===== src/rtl/ahb_lite_uart_tx_master_pkg.sv =====
// Shared AHB-Lite encodings, UART16550 register map and FSM state types
// for the UART transmit bus master and its helpers.
package ahb_lite_uart_pkg;

    localparam logic [1:0] HTRANS_IDLE     = 2'b00;
    localparam logic [1:0] HTRANS_NONSEQ   = 2'b10;
    localparam logic [2:0] HSIZE_WORD      = 3'b010;
    localparam logic [2:0] HBURST_SINGLE   = 3'b000;
    localparam logic [3:0] HPROT_DATA_PRIV = 4'b0011;

    // UART16550 register indices; byte address is base + 4*index
    localparam int UART_THR = 0;
    localparam int UART_DLL = 0;
    localparam int UART_DLM = 1;
    localparam int UART_IER = 1;
    localparam int UART_FCR = 2;
    localparam int UART_LCR = 3;
    localparam int UART_LSR = 5;

    // LSR bit: transmit holding register empty
    localparam int LSR_THRE = 5;

    typedef enum logic [2:0] {
        SEQ_CFG0,
        SEQ_CFG1,
        SEQ_CFG2,
        SEQ_CFG3,
        SEQ_CFG4,
        SEQ_POLL,
        SEQ_WRITE
    } seq_state_e;

    typedef enum logic [1:0] {
        B_IDLE,
        B_ADDR,
        B_DATA
    } bus_state_e;

    function automatic logic [31:0] reg_addr(input logic [31:0] base, input int idx);
        return base + (32'(idx) << 2);
    endfunction

endpackage


===== src/rtl/ahb_lite_uart_tx_master_if.sv =====
// AHB-Lite single-master bus bundle between the UART TX master and the UART slave.
// Pure wiring, no latency.
// Backpressure is carried by HREADY from the slave.
interface ahb_lite_uart_tx_master_if;
    logic [31:0] HADDR;
    logic [1:0]  HTRANS;
    logic        HWRITE;
    logic [2:0]  HSIZE;
    logic [2:0]  HBURST;
    logic [3:0]  HPROT;
    logic        HMASTLOCK;
    logic [31:0] HWDATA;
    logic [31:0] HRDATA;
    logic        HREADY;
    logic        HRESP;

    modport master (
        output HADDR, HTRANS, HWRITE, HSIZE, HBURST, HPROT, HMASTLOCK, HWDATA,
        input  HRDATA, HREADY, HRESP
    );

    modport slave (
        input  HADDR, HTRANS, HWRITE, HSIZE, HBURST, HPROT, HMASTLOCK, HWDATA,
        output HRDATA, HREADY, HRESP
    );
endinterface


===== src/rtl/ahb_lite_uart_tx_master_tx_byte_fifo.sv =====
// Synchronous byte FIFO decoupling the producer from AHB bus latency.
// Push visible at head one cycle later; head is combinational from storage.
// full_o refuses pushes; a push while full is dropped even if a pop happens that cycle.
module tx_byte_fifo #(
    parameter int DEPTH = 16
) (
    input  logic       clk_i,
    input  logic       rst_ni,
    input  logic       push_i,
    input  logic [7:0] din_i,
    input  logic       pop_i,
    output logic [7:0] head_o,
    output logic       full_o,
    output logic       empty_o
);
    localparam int AW = $clog2(DEPTH);
    localparam int CW = AW + 1;

    logic [7:0]    mem_q [DEPTH];
    logic [AW-1:0] wptr_q;
    logic [AW-1:0] rptr_q;
    logic [CW-1:0] count_q;
    logic          do_push;
    logic          do_pop;

    assign full_o  = (count_q == CW'(DEPTH));
    assign empty_o = (count_q == '0);
    assign do_push = push_i && !full_o;
    assign do_pop  = pop_i && !empty_o;
    assign head_o  = mem_q[rptr_q];

    // pointers wrap naturally because DEPTH is a power of two
    always_ff @(posedge clk_i) begin
        if (!rst_ni) begin
            wptr_q  <= '0;
            rptr_q  <= '0;
            count_q <= '0;
        end else begin
            if (do_push) wptr_q <= wptr_q + AW'(1);
            if (do_pop)  rptr_q <= rptr_q + AW'(1);
            if (do_push && !do_pop)      count_q <= count_q + CW'(1);
            else if (!do_push && do_pop) count_q <= count_q - CW'(1);
        end
    end

    // storage needs no reset; occupancy is tracked by count_q
    always_ff @(posedge clk_i) begin
        if (do_push) mem_q[wptr_q] <= din_i;
    end
endmodule


===== src/rtl/ahb_lite_uart_tx_master.sv =====
// AHB-Lite master that configures a UART16550 and streams buffered bytes into THR.
// One transfer in flight, min 3 cycles each (idle/address/data); bytes buffered in a FIFO.
// in_ready drops only when the FIFO is full or during reset; HREADY stalls the bus FSM.
module ahb_lite_uart_tx_master
    import ahb_lite_uart_pkg::*;
#(
    parameter logic [31:0] UART_BASE  = 32'h1060_0000,
    parameter logic [15:0] DIVISOR    = 16'd27,
    parameter bit          INIT_EN    = 1'b1,
    parameter int          FIFO_DEPTH = 16,
    parameter int          TX_CHUNK   = 16
) (
    input  logic                            HCLK,
    input  logic                            HRESETn,
    input  logic [7:0]                      in_data,
    input  logic                            in_valid,
    output logic                            in_ready,
    ahb_lite_uart_tx_master_if.master       ahb,
    output logic                            busy,
    output logic                            cfg_done,
    output logic                            err
);
    localparam int CHW = $clog2(TX_CHUNK + 1);

    bus_state_e  bus_q, bus_d;
    seq_state_e  seq_q, seq_d;
    logic [31:0] haddr_q, haddr_d;
    logic [31:0] hwdata_q, hwdata_d;
    logic        hwrite_q, hwrite_d;
    logic [CHW-1:0] chunk_q, chunk_d;
    logic        cfg_done_q, cfg_done_d;
    logic        err_q, err_d;

    logic        fifo_push;
    logic        fifo_pop;
    logic        fifo_full;
    logic        fifo_empty;
    logic [7:0]  fifo_head;

    function automatic logic [31:0] cfg_addr(input seq_state_e s);
        logic [31:0] a;
        case (s)
            SEQ_CFG1: a = reg_addr(UART_BASE, UART_DLL);
            SEQ_CFG2: a = reg_addr(UART_BASE, UART_DLM);
            SEQ_CFG4: a = reg_addr(UART_BASE, UART_FCR);
            default:  a = reg_addr(UART_BASE, UART_LCR);
        endcase
        return a;
    endfunction

    function automatic logic [7:0] cfg_data(input seq_state_e s);
        logic [7:0] d;
        case (s)
            SEQ_CFG0: d = 8'h83;           // DLAB=1, 8N1
            SEQ_CFG1: d = DIVISOR[7:0];
            SEQ_CFG2: d = DIVISOR[15:8];
            SEQ_CFG3: d = 8'h03;           // DLAB=0, 8N1
            default:  d = 8'h07;           // enable and clear both FIFOs
        endcase
        return d;
    endfunction

    assign in_ready  = HRESETn && !fifo_full;
    assign fifo_push = in_valid && in_ready;

    tx_byte_fifo #(.DEPTH(FIFO_DEPTH)) u_fifo (
        .clk_i   (HCLK),
        .rst_ni  (HRESETn),
        .push_i  (fifo_push),
        .din_i   (in_data),
        .pop_i   (fifo_pop),
        .head_o  (fifo_head),
        .full_o  (fifo_full),
        .empty_o (fifo_empty)
    );

    assign ahb.HTRANS    = (bus_q == B_ADDR) ? HTRANS_NONSEQ : HTRANS_IDLE;
    assign ahb.HADDR     = haddr_q;
    assign ahb.HWRITE    = hwrite_q;
    assign ahb.HWDATA    = hwdata_q;
    assign ahb.HSIZE     = HSIZE_WORD;
    assign ahb.HBURST    = HBURST_SINGLE;
    assign ahb.HPROT     = HPROT_DATA_PRIV;
    assign ahb.HMASTLOCK = 1'b0;

    assign busy     = !fifo_empty || (bus_q != B_IDLE);
    assign cfg_done = cfg_done_q;
    assign err      = err_q;

    // bus FSM and sequencer next state; the sequencer only moves on transfer completion
    always_comb begin
        bus_d      = bus_q;
        seq_d      = seq_q;
        haddr_d    = haddr_q;
        hwdata_d   = hwdata_q;
        hwrite_d   = hwrite_q;
        chunk_d    = chunk_q;
        cfg_done_d = cfg_done_q;
        err_d      = err_q;
        fifo_pop   = 1'b0;

        if (!INIT_EN) cfg_done_d = 1'b1;

        case (bus_q)
            B_IDLE: begin
                case (seq_q)
                    SEQ_CFG0, SEQ_CFG1, SEQ_CFG2, SEQ_CFG3, SEQ_CFG4: begin
                        bus_d    = B_ADDR;
                        hwrite_d = 1'b1;
                        haddr_d  = cfg_addr(seq_q);
                        hwdata_d = {24'h0, cfg_data(seq_q)};
                    end
                    SEQ_POLL: begin
                        // poll only when there is something to send
                        if (!fifo_empty) begin
                            bus_d    = B_ADDR;
                            hwrite_d = 1'b0;
                            haddr_d  = reg_addr(UART_BASE, UART_LSR);
                            hwdata_d = '0;
                        end
                    end
                    SEQ_WRITE: begin
                        // byte leaves the FIFO as the address phase begins
                        if (!fifo_empty) begin
                            bus_d    = B_ADDR;
                            hwrite_d = 1'b1;
                            haddr_d  = reg_addr(UART_BASE, UART_THR);
                            hwdata_d = {24'h0, fifo_head};
                            fifo_pop = 1'b1;
                        end else begin
                            seq_d = SEQ_POLL;
                        end
                    end
                    default: ;
                endcase
            end
            B_ADDR: begin
                if (ahb.HREADY) bus_d = B_DATA;
            end
            B_DATA: begin
                if (ahb.HRESP) err_d = 1'b1;
                if (ahb.HREADY) begin
                    bus_d = B_IDLE;
                    case (seq_q)
                        SEQ_CFG0: seq_d = SEQ_CFG1;
                        SEQ_CFG1: seq_d = SEQ_CFG2;
                        SEQ_CFG2: seq_d = SEQ_CFG3;
                        SEQ_CFG3: seq_d = SEQ_CFG4;
                        SEQ_CFG4: begin
                            seq_d      = SEQ_POLL;
                            cfg_done_d = 1'b1;
                        end
                        SEQ_POLL: begin
                            if (ahb.HRDATA[LSR_THRE]) begin
                                chunk_d = CHW'(TX_CHUNK);
                                seq_d   = SEQ_WRITE;
                            end
                        end
                        SEQ_WRITE: begin
                            // errored writes still count; the byte is not retried
                            chunk_d = chunk_q - CHW'(1);
                            if (chunk_q == CHW'(1) || fifo_empty) seq_d = SEQ_POLL;
                        end
                        default: ;
                    endcase
                end
            end
            default: bus_d = B_IDLE;
        endcase
    end

    // state registers; reset abandons any transfer in flight
    always_ff @(posedge HCLK) begin
        if (!HRESETn) begin
            bus_q      <= B_IDLE;
            seq_q      <= INIT_EN ? SEQ_CFG0 : SEQ_POLL;
            haddr_q    <= '0;
            hwdata_q   <= '0;
            hwrite_q   <= 1'b0;
            chunk_q    <= '0;
            cfg_done_q <= 1'b0;
            err_q      <= 1'b0;
        end else begin
            bus_q      <= bus_d;
            seq_q      <= seq_d;
            haddr_q    <= haddr_d;
            hwdata_q   <= hwdata_d;
            hwrite_q   <= hwrite_d;
            chunk_q    <= chunk_d;
            cfg_done_q <= cfg_done_d;
            err_q      <= err_d;
        end
    end
endmodule

===== src/flat_wrapper.sv =====
// flat-port wrapper written by rule: the top's interface ports become plain ports
module ahb_lite_uart_tx_master_flat import ahb_lite_uart_pkg::*;
#(
    parameter logic [31:0] UART_BASE  = 32'h1060_0000,
    parameter logic [15:0] DIVISOR    = 16'd27,
    parameter bit          INIT_EN    = 1'b1,
    parameter int          FIFO_DEPTH = 16,
    parameter int          TX_CHUNK   = 16
)
  (HCLK, HRESETn, in_data, in_valid, in_ready, busy, cfg_done, err, ahb_HADDR, ahb_HTRANS, ahb_HWRITE, ahb_HSIZE, ahb_HBURST, ahb_HPROT, ahb_HMASTLOCK, ahb_HWDATA, ahb_HRDATA, ahb_HREADY, ahb_HRESP);
  ahb_lite_uart_tx_master_if ahb_i ();
  input  logic HCLK;
  input  logic HRESETn;
  input  logic [7:0] in_data;
  input  logic in_valid;
  output logic in_ready;
  output logic busy;
  output logic cfg_done;
  output logic err;
  output wire logic [$bits(ahb_i.HADDR)-1:0] ahb_HADDR;
  output wire logic [$bits(ahb_i.HTRANS)-1:0] ahb_HTRANS;
  output wire logic [$bits(ahb_i.HWRITE)-1:0] ahb_HWRITE;
  output wire logic [$bits(ahb_i.HSIZE)-1:0] ahb_HSIZE;
  output wire logic [$bits(ahb_i.HBURST)-1:0] ahb_HBURST;
  output wire logic [$bits(ahb_i.HPROT)-1:0] ahb_HPROT;
  output wire logic [$bits(ahb_i.HMASTLOCK)-1:0] ahb_HMASTLOCK;
  output wire logic [$bits(ahb_i.HWDATA)-1:0] ahb_HWDATA;
  input wire logic [$bits(ahb_i.HRDATA)-1:0] ahb_HRDATA;
  input wire logic [$bits(ahb_i.HREADY)-1:0] ahb_HREADY;
  input wire logic [$bits(ahb_i.HRESP)-1:0] ahb_HRESP;
  assign ahb_HADDR = ahb_i.HADDR;
  assign ahb_HTRANS = ahb_i.HTRANS;
  assign ahb_HWRITE = ahb_i.HWRITE;
  assign ahb_HSIZE = ahb_i.HSIZE;
  assign ahb_HBURST = ahb_i.HBURST;
  assign ahb_HPROT = ahb_i.HPROT;
  assign ahb_HMASTLOCK = ahb_i.HMASTLOCK;
  assign ahb_HWDATA = ahb_i.HWDATA;
  assign ahb_i.HRDATA = ahb_HRDATA;
  assign ahb_i.HREADY = ahb_HREADY;
  assign ahb_i.HRESP = ahb_HRESP;
  ahb_lite_uart_tx_master #(.UART_BASE(UART_BASE), .DIVISOR(DIVISOR), .INIT_EN(INIT_EN), .FIFO_DEPTH(FIFO_DEPTH), .TX_CHUNK(TX_CHUNK)) u_core (.HCLK(HCLK), .HRESETn(HRESETn), .in_data(in_data), .in_valid(in_valid), .in_ready(in_ready), .ahb(ahb_i), .busy(busy), .cfg_done(cfg_done), .err(err));
endmodule

===== config.mk =====
export PLATFORM = sky130hd
export DESIGN_NAME = ahb_lite_uart_tx_master_flat
export DESIGN_NICKNAME = d
export VERILOG_FILES = /design/src/rtl/ahb_lite_uart_tx_master_pkg.sv /design/src/rtl/ahb_lite_uart_tx_master_if.sv /design/src/rtl/ahb_lite_uart_tx_master_tx_byte_fifo.sv /design/src/rtl/ahb_lite_uart_tx_master.sv /design/src/flat_wrapper.sv
export SDC_FILE = /design/constraint.sdc
export NUM_CORES = 1
export LEC_CHECK = 0
export CAP_MARGIN = 20
export CORE_MARGIN = 2
export CORE_UTILIZATION = 55
export CTS_CLUSTER_SIZE = 8
export DETAILED_ROUTE_END_ITERATION = 16
export GPL_TIMING_DRIVEN = 1
export HOLD_SLACK_MARGIN = 0.06
export PLACE_DENSITY = 0.87
export SYNTH_ARGS = -nofsm -noshare
export SYNTH_HDL_FRONTEND = slang
export SYNTH_SLANG_ARGS = --single-unit

===== constraint.sdc =====
create_clock -name HCLK -period 5.59 [get_ports HCLK]
set_input_delay 0.8385 -clock HCLK [delete_from_list [all_inputs] [get_ports HCLK]]
set_output_delay 0.8385 -clock HCLK [all_outputs]
set_load 0.005 [all_outputs]

# After elaboration in Yosys (flattened, before gate mapping)
# Memory sizes are Yosys's and may differ from the RTL's. A register that Yosys moved wholly into a read port is not among the register bits.
# Index checks and enable logic that the tools add are counted.
# op_classes
n_addsub	5
n_eq_ne	22
mux	35
n_reduce_logical	28
# ops
operator	n
$pmux 32 s3	2
$mux 32	4
$pmux 8 s4	1
$pmux 3 s7	1
$mux 3	5
$mux 5	3
$pmux 4 s3	1
$reduce_and 4->1	3
$ne 2x2->1 const B	5
$pmux 5 s2	1
$sub 5x1->5 const B	2
$eq 3x3->1 const B	3
$ne 3x3->1 const B	3
$add 4x1->4 const B	2
$mux 2	4
$mux 4	2
$ne 8x7->1 const B	1
$reduce_bool 2->1	4
$mux 1	7
$reduce_and 7->1	1
$eq 3x2->1 const B	2
$logic_and 1x1->1	6
$pmux 2 s3	1
$pmux 3 s2	1
other kinds (20)	25
# word_totals
regBits	90
mem_bits_rw	128
inputBits	45
out_inout_bits	82
word_cells	102
n_memories	1
# mem_list
name	words	width	read_ports	rd_ports_with_merged_regs	wr	line	source
u_core.u_fifo.mem_q	16	8	1	1	1	ahb_lite_uart_tx_master_tx_byte_fifo.sv:19	logic [7:0] mem_q [DEPTH];

# Longest topological paths before layout
# Gate-level depths: netlist (run 1).
# logic_depth
word_depth	9
mapped_depth	12
mapped_depth_nobuf	12

# By module
# A second synthesis (run 1) with hierarchy kept.
# unflattened
hier_cells	543
hier_area_um2	7780.0
# modules_own_cells
module	instances	cells_each	area_per_inst_um2	seq_area_each_um2
tx_byte_fifo	1	307	5778.0	4184.0
ahb_lite_uart_tx_master	1	236	2001.9	500.5

# Least setup slack after synthesis (run 1)
# OpenSTA, ideal clock, no wires.
# synth_timing
kind	input-to-reg
startpoint	in HRESETn
endpoint	reg u_core.u_fifo.count_q[4]
setup_time_ns	0.072
arrival_time_ns	2.995
required_ns	5.518
slack_ns	2.524
stages	12
path_buffers	0
cell_sequence	clkinv_1 > a21oi_1 > nand2_1 > inv_2 > ha_1 > inv_1 > ha_1 > nor2b_1 > o21a_1 > or3_1 > a21oi_1 > mux2i_1
# synth_between
elab_chain_cells	6
word_cells_on_any_way	8
classes_between	1 x mux; 7 x reduce/logical
# synth_rtl
element	line	source
start, declared	flat_wrapper.sv:13	input logic HRESETn;
$logic_and 1x1->1 *	ahb_lite_uart_tx_master.sv:63	assign in_ready = HRESETn && !fifo_full;
named net in_ready	flat_wrapper.sv:16	output logic in_ready;
$logic_and 1x1->1 *	ahb_lite_uart_tx_master.sv:64	assign fifo_push = in_valid && in_ready;
$logic_and 1x1->1 *	ahb_lite_uart_tx_master_tx_byte_fifo.sv:28	assign do_push = push_i && !full_o;
named net u_core.u_fifo.do_push	ahb_lite_uart_tx_master_tx_byte_fifo.sv:23	logic do_push;
$logic_not 1->1	ahb_lite_uart_tx_master_tx_byte_fifo.sv:42	else if (!do_push && do_pop) count_q <= count_q - CW'(1);
$logic_and 1x1->1	ahb_lite_uart_tx_master_tx_byte_fifo.sv:42	
$reduce_bool 2->1 (no source line)	--	
end signal, assigned	ahb_lite_uart_tx_master_tx_byte_fifo.sv:41	if (do_push && !do_pop) count_q <= count_q + CW'(1);
end signal, assigned	ahb_lite_uart_tx_master_tx_byte_fifo.sv:42	
end, declared	ahb_lite_uart_tx_master_tx_byte_fifo.sv:22	logic [CW-1:0] count_q;
# The timed path passes the listed nets; every way through them passes the cells marked *.
# A chain may end at the register's enable or synchronous reset.

# Worst setup path in the final report (run 1)
# layout_timing
startpoint	in HRESETn
endpoint	reg u_core.u_fifo.count_q[4]
# layout_between
elab_chain_cells	6
word_cells_on_any_way	8
classes_between	1 x mux; 7 x reduce/logical
# layout_rtl
element	line
$logic_and 1x1->1 *	ahb_lite_uart_tx_master.sv:63
$logic_and 1x1->1 *	ahb_lite_uart_tx_master.sv:64
$logic_and 1x1->1 *	ahb_lite_uart_tx_master_tx_byte_fifo.sv:28
named net u_core.u_fifo.do_push	ahb_lite_uart_tx_master_tx_byte_fifo.sv:23
$logic_not 1->1	ahb_lite_uart_tx_master_tx_byte_fifo.sv:42
$logic_and 1x1->1	ahb_lite_uart_tx_master_tx_byte_fifo.sv:42
$reduce_bool 2->1 (no source line)	--
# Marked as above.

==> out/qor.txt, run 1 <==
Outcome - completed
First-pass GRT wire length - 23600 µm
Vias after detailed routing - 4384
CP Data Arrival Time - 4.15 ns
Core area - 13300 µm²
Rows - 42
Clock Sinks - 170
GP Congestion - 0.861
Reg-to-reg slack, setup - 1.98 ns
Worst reg2reg path depth - 11
Worst-path fanout max - 15
Final Max Slew Viols - 0
Nets - 629
Multi-input combinational cell area - 2460 µm²
Setup bufs post-CTS - 0
Die W - 121 µm
Worst hold path type - flop to flop
Achievable Freq - 0.264 GHz
Finished Core Util - 62.7%
Distinct cells, synth - 60
Die Span Y - 121 µm
Reg clk slew, reported paths - 0.06 ns
Synth-to-Final Area Change - 10.5%
Leak - 2.91 nW
Crit path max-delay cell type - clkdlybuf4s50_1
Reg-to-Reg Start - u_core.seq_q[2]
Skew final - 0.00817 ns
Port bufs - 33
Hold Path Origin - u_core.cfg_done
Setup-failing EPs final - 0
Synthesized area - 7580 µm²
Clk buf depth - 2
Total power - 2.71 mW
CP Data Required Time - 5.95 ns
Largest net degree at the start of global routing - 34
Synth async-reset ratio - 0%
CP top delay family - buffers and inverters
Post-DR vias/cell - 5.77
Crit path time final - 3.79 ns
IO Count - 127
Storage element area - 4690 µm²
Fin. Hold Viols - 0
Peak supply drop - 212 µV
Max Cap Viol - 0
Cts repair resizes - 0
Power per cell area - 324 nW/µm²
Post-CTS Hold Fix Bufs - 0
Initial antenna violation count - 0
Drt first-iter violations - 430
Setup CP Type - input port to flop
GRT overflow - 0
Endpoint class of the critical path - flop
Remaining DRCs - 0
Routed WL per cell - 20.0 µm
Die area - 14700 µm²
Worst r2r dst - u_core.u_fifo.count_q[4]
Synth Register Bits - 170
Ranking of synthesized cells by area - edfxtp_1 (51%), dfxtp_1 (11%), buf_4 (6.6%)
Leading area contributor after synthesis - edfxtp_1
Global Route Usage Sum - 21.9%
Post-synth EDFFs - 128
Total length of routed wires - 15200 µm
Initial Util - 56.8%
Insertion delay to the later sink of the worst-skew pair - 0.43 ns
Number of buffers created by CTS - 17
Layout cell share with drive strength beyond 1 - 11.5%
CTS Root Buffer Type - clkbuf_16
Synth top area share - 50.7%
CTS tree - done
CP Buf/Inv Count - 4
Critical Path Start Type - input port
Post-DRT Antenna Nets - 0
HPWL after detailed placement - 10000 µm
Worst-margin pin slew - 0.764 ns
Relative slew slack - 48.9%
Slowest Stage Delay on Critical Path - 0.84 ns
Final Cell Area - 8370 µm²
Cell Area, Placed - 7770 µm²
Share of the yosys chip area belonging to registers - 61.8%
Endpoint of the worst hold-timing path - u_core.cfg_done
Post-synth top flop - edfxtp_1
Worst hold path stage count - 2
N_diodes - 0
Worst-path cell chain - clkdlybuf4s50_1, clkinv_1, a21oi_1, nand2_1, inv_2, ha_1, inv_1, ha_1, nor2b_1, o21a_1, or3_1, a21oi_1, mux2i_1
Synth Warn # - 0
Cells after Synth - 542
Avg Inst Size Synth - 14.0 µm²
Final worst path period share - 67.9%
Setup TNS - 0 ns
Filler instances - 935
H-tree depth - 4
Vias in the first global route - 4376
DRT Pass-1 Iters - 5
RSZ-0062 raised after global routing - no
power by group:
group / switching (mW) / internal (mW)
Clock: 0.483 / 0.659
Combinational: 0.102 / 0.0728
Sequential: 0.0178 / 1.38
cell usage after synthesis, drive strengths merged, types with 7 or more instances:
cell type    n
edfxtp     128
buf         76
dfxtp       42
nand2       39
nor2        36
mux4        30
and2        19
a21oi       18
inv         13
mux2i       12
ha          11
nand3       11
clkbuf      10
o21ai       10
nor2b        7
nor3         7
final cells by class:
type                    instances  share of cell area [%]
clock inverters                13                    1.73
repair buffers                 37                    4.54
inverters                      14                   0.628
multi-input cells             332                    29.4
well taps                     176                    2.63
clock buffers                  18                    5.12
flip-flops and latches        170                    56.0
worst max-delay path by stage:
stage               startpoint                  endpoint  slack (ns)  depth (start not counted)
detailed placement     HRESETn  u_core.u_fifo.count_q[4]        1.36                         13
CTS                    HRESETn  u_core.u_fifo.count_q[4]        1.81                         13
finish                 HRESETn  u_core.u_fifo.count_q[4]        1.80                         13
global route           HRESETn  u_core.u_fifo.count_q[4]        1.60                         13
floorplan              HRESETn  u_core.u_fifo.count_q[4]        2.52                         12
global placement       HRESETn  u_core.u_fifo.count_q[4]        1.53                         13
cells in the final DEF, fill, tap and decap left out, types with 3 or more instances in the layout:
cell type / instances
a31oi_1: 5
conb_1: 62
mux2i_1: 12
o31ai_1: 3
a21oi_1: 17
nor3_1: 7
nor2b_1: 7
nand2_1: 39
dfxtp_1: 41
clkinv_4: 4
clkbuf_16: 17
nand4_1: 3
xor2_1: 6
o21ai_0: 9
mux4_2: 22
edfxtp_1: 128
clkdlybuf4s50_1: 33
xnor2_1: 6
ha_1: 11
inv_1: 12
and3_1: 3
nand3_1: 11
mux4_1: 8
o22ai_1: 3
and2_1: 18
o21a_1: 3
nand2b_1: 4
nor2_1: 36
buf_4: 3
metal layers:
layer / GRT usage [%] / up-vias / wire length, µm
li1: - / 1941 / -
met1: 27.3 / 2172 / 6020
met2: 37.2 / 235 / 7840
met3: 5.12 / 36 / 990
met4: 8.55 / 0 / 386
met5: 0 / - / 0
cell families (layout without fill, tap and decap cells):
family / count (synthesis) / in the layout / share of synthesized area, %
buf+inv: 100 / 82 / 8.67
simple gates: 141 / 141 / 9.30
flops: 170 / 170 / 61.8
compound gates: 62 / 62 / 5.60
xor+xnor: 12 / 12 / 1.39
mux: 43 / 43 / 11.0
other cells: 2 / 62 / 0.0991
fa+ha+maj: 12 / 12 / 2.08
per-stage QoR:
step / std cells / hold slack (ns) / worst slack (ns)
2_1_floorplan: 602 / 0.448 / 2.52
3_3_place_gp: 728 / 0.450 / 1.53
3_5_place_dp: 728 / 0.460 / 1.36
4_1_cts: 759 / 0.476 / 1.81
5_1_grt: 760 / 0.497 / 1.60
6_report: 760 / 0.471 / 1.80
tightest hold or removal path, stage by stage, from the launching register on:
cell,delay (ns)
dfxtp_1,0.33
a21oi_1,0.04
nor2_1,0.07
state kept, by name, summed over array words and instances, names as in the netlist, 2 cells and up, named ones only:
signal	flops
u_core.bus_q	2
u_core.u_fifo.wptr_q	4
u_core.u_fifo.rptr_q	4
u_core.ahb.HWDATA	8
u_core.u_fifo.mem_q	128
u_core.ahb.HADDR	4
u_core.seq_q	3
u_core.chunk_q	5
u_core.u_fifo.count_q	5
Power figures use the tool's default switching activity.
==> run 2: changes to the inputs <==
Settings changed: CORE_UTILIZATION 55 to 53, PLACE_DENSITY 0.87 to 0.85.
Clock period 5.59 ns to 3.7 ns, I/O delays scaled along.
==> out/qor.txt, run 2 (same netlist as run 1, synthesis figures left out) <==
Drt first-iter violations - 488
Setup bufs post-CTS - 0
Psw - 936 µW
Worst-path fanout max - 17
Dpl cells - 736
Leak - 2.93 nW
Port bufs - 33
Clock network power share - 42.6%
CP top delay family - simple AND/OR/NAND/NOR gates
N_diodes - 0
CTS tree - done
Commonest non-fill, non-tap cells in the layout - edfxtp_1 (128), conb_1 (62), dfxtp_1 (41), nand2_1 (39), nor2_1 (36)
Reg with most FFs - u_core.u_fifo.mem_q
Setup TNS - 0 ns
Total power - 4.14 mW
Largest net degree at the start of global routing - 27
Die area - 15300 µm²
Dpl ws - 0.244 ns
Layout cell share with drive strength beyond 1 - 12.1%
Final non-filler cell total - 768
Worst-path cell chain - nand3b_1, a211oi_2, buf_4, inv_1, ha_1, inv_1, ha_1, nor2b_1, o21a_1, or3_1, a21oi_1, mux2i_1
Worst hold path stage count - 2
Outcome - completed
Routed WL per cell - 19.7 µm
Crit path time final - 3.29 ns
First-pass GRT wire length - 23200 µm
Combinational share of power - 6.5%
Clock Sinks - 170
Post-DR vias/cell - 5.79
Reg-to-reg slack, setup - 0.41 ns
Worst hold path type - flop to flop
Finished Core Util - 60.3%
H-tree depth - 4
Nets - 632
Fin. Hold Viols - 0
Number of buffers created by CTS - 17
Endpoint class of the critical path - flop
GRT overflow - 0
Max Cap Viol - 0
CP Data Required Time - 4.07 ns
Met2 WL post-DR - 7300 µm
Worst setup margin - 0.406 ns
CP Data Arrival Time - 3.66 ns
Initial Util - 54.4%
Post-DRT Antenna Nets - 0
Die Span Y - 124 µm
Most common cell after layout, fill and taps aside - edfxtp_1
Skew final - 0.00644 ns
Initial antenna violation count - 0
RSZ-0062 raised after global routing - no
Cell Area, Placed - 7810 µm²
Endpoint of the worst hold-timing path - u_core.u_fifo.count_q[4]
Synth-to-Final Area Change - 10.9%
Slowest Stage Delay on Critical Path - 0.65 ns
Final worst path period share - 89.0%
CP Buf/Inv Count - 3
Cts repair resizes - 0
Final Cell Area - 8410 µm²
Sequential share of power - 50.9%
Achievable Freq - 0.304 GHz
Clk buf depth - 2
Peak supply drop - 395 µV
HPWL after detailed placement - 10100 µm
Internal power - 3.20 mW
Total length of routed wires - 15100 µm
Max layer used - met4
IO Count - 127
Final Max Slew Viols - 0
Worst-margin pin slew - 0.858 ns
Hold Path Origin - u_core.u_fifo.count_q[4]
Setup-failing EPs final - 0
Power per cell area - 492 nW/µm²
Vias after detailed routing - 4444
Worst r2r dst - u_core.u_fifo.count_q[4]
Die W - 124 µm
Sw frac - 22.6%
Crit path max-delay cell type - dfxtp_1
Length of routed wiring on met1 - 6030 µm
GP Congestion - 0.851
Relative slew slack - 42.7%
Post-CTS Hold Fix Bufs - 0
Max FFs per register - 128
Core area - 13900 µm²
Insertion delay to the later sink of the worst-skew pair - 0.44 ns
CTS Root Buffer Type - clkbuf_16
Vias in the first global route - 4229
Reg-to-Reg Start - u_core.seq_q[1]
Worst hold slack - 0.476 ns
Global Route Usage Sum - 21.5%
DRT Pass-1 Iters - 5
Critical path depth - 12
Setup CP Type - flop to flop
Rows - 43
Worst reg2reg path depth - 12
Reg clk slew, reported paths - 0.06 ns
DR WL met3 - 1220 µm
Remaining DRCs - 0
Critical Path Start Type - flop
==> run 2: changes by cell type in the layout (fill, tap and decap cells not counted), sizes merged <==
cell      before  now
buf            4    7
clkinvlp       1    2
==> run 2: final cells by class <==
type,count,area [µm²]
clock buffer,18,429
clock inverter,14,169
fill,1005,5530
inverter,14,52.6
multi-input combinational,332,2460
sequential,170,4690
tap,180,225
timing repair buffer,40,383
==> run 2: per-layer routing <==
layer  up-vias  track usage (%)
met2       268             33.9
met4         0             9.73
met5         -                0
met1      2186             27.5
li1       1944                -
met3        46             6.68
==> run 2: how the worst max path moves through the flow <==
stage                                from                       end
after floorplan                   HRESETn  u_core.u_fifo.count_q[4]
after CTS                 u_core.seq_q[1]  u_core.u_fifo.count_q[4]
after detailed placement          HRESETn  u_core.u_fifo.count_q[4]
after global placement            HRESETn  u_core.u_fifo.count_q[4]
after global routing      u_core.seq_q[1]  u_core.u_fifo.count_q[4]
final                     u_core.seq_q[1]  u_core.u_fifo.count_q[4]
==> run 2: power groups by stage <==
stage                     Sequential [mW]  Combinational [mW]  Clock [mW]
after global placement               2.15               0.251           0
after global routing                 2.11               0.299        1.86
after CTS                            2.11               0.267        1.78
after detailed placement             2.15               0.264           0
final                                2.11               0.271        1.76
after floorplan                      2.14               0.208           0
==> run 2: worst min-delay path, delay by kind of cell (launching register included) <==
kind | cells | cell delay, ns
flip-flops | 1 | 0.32
multiplexers | 1 | 0.05
AND/OR/NAND/NOR | 1 | 0.05
==> run 3: changes to the inputs <==
Settings changed: SKIP_LAST_GASP set to 1.
==> results of run 3 <==
Final layout, timing and power as in run 2 (identical DEF).
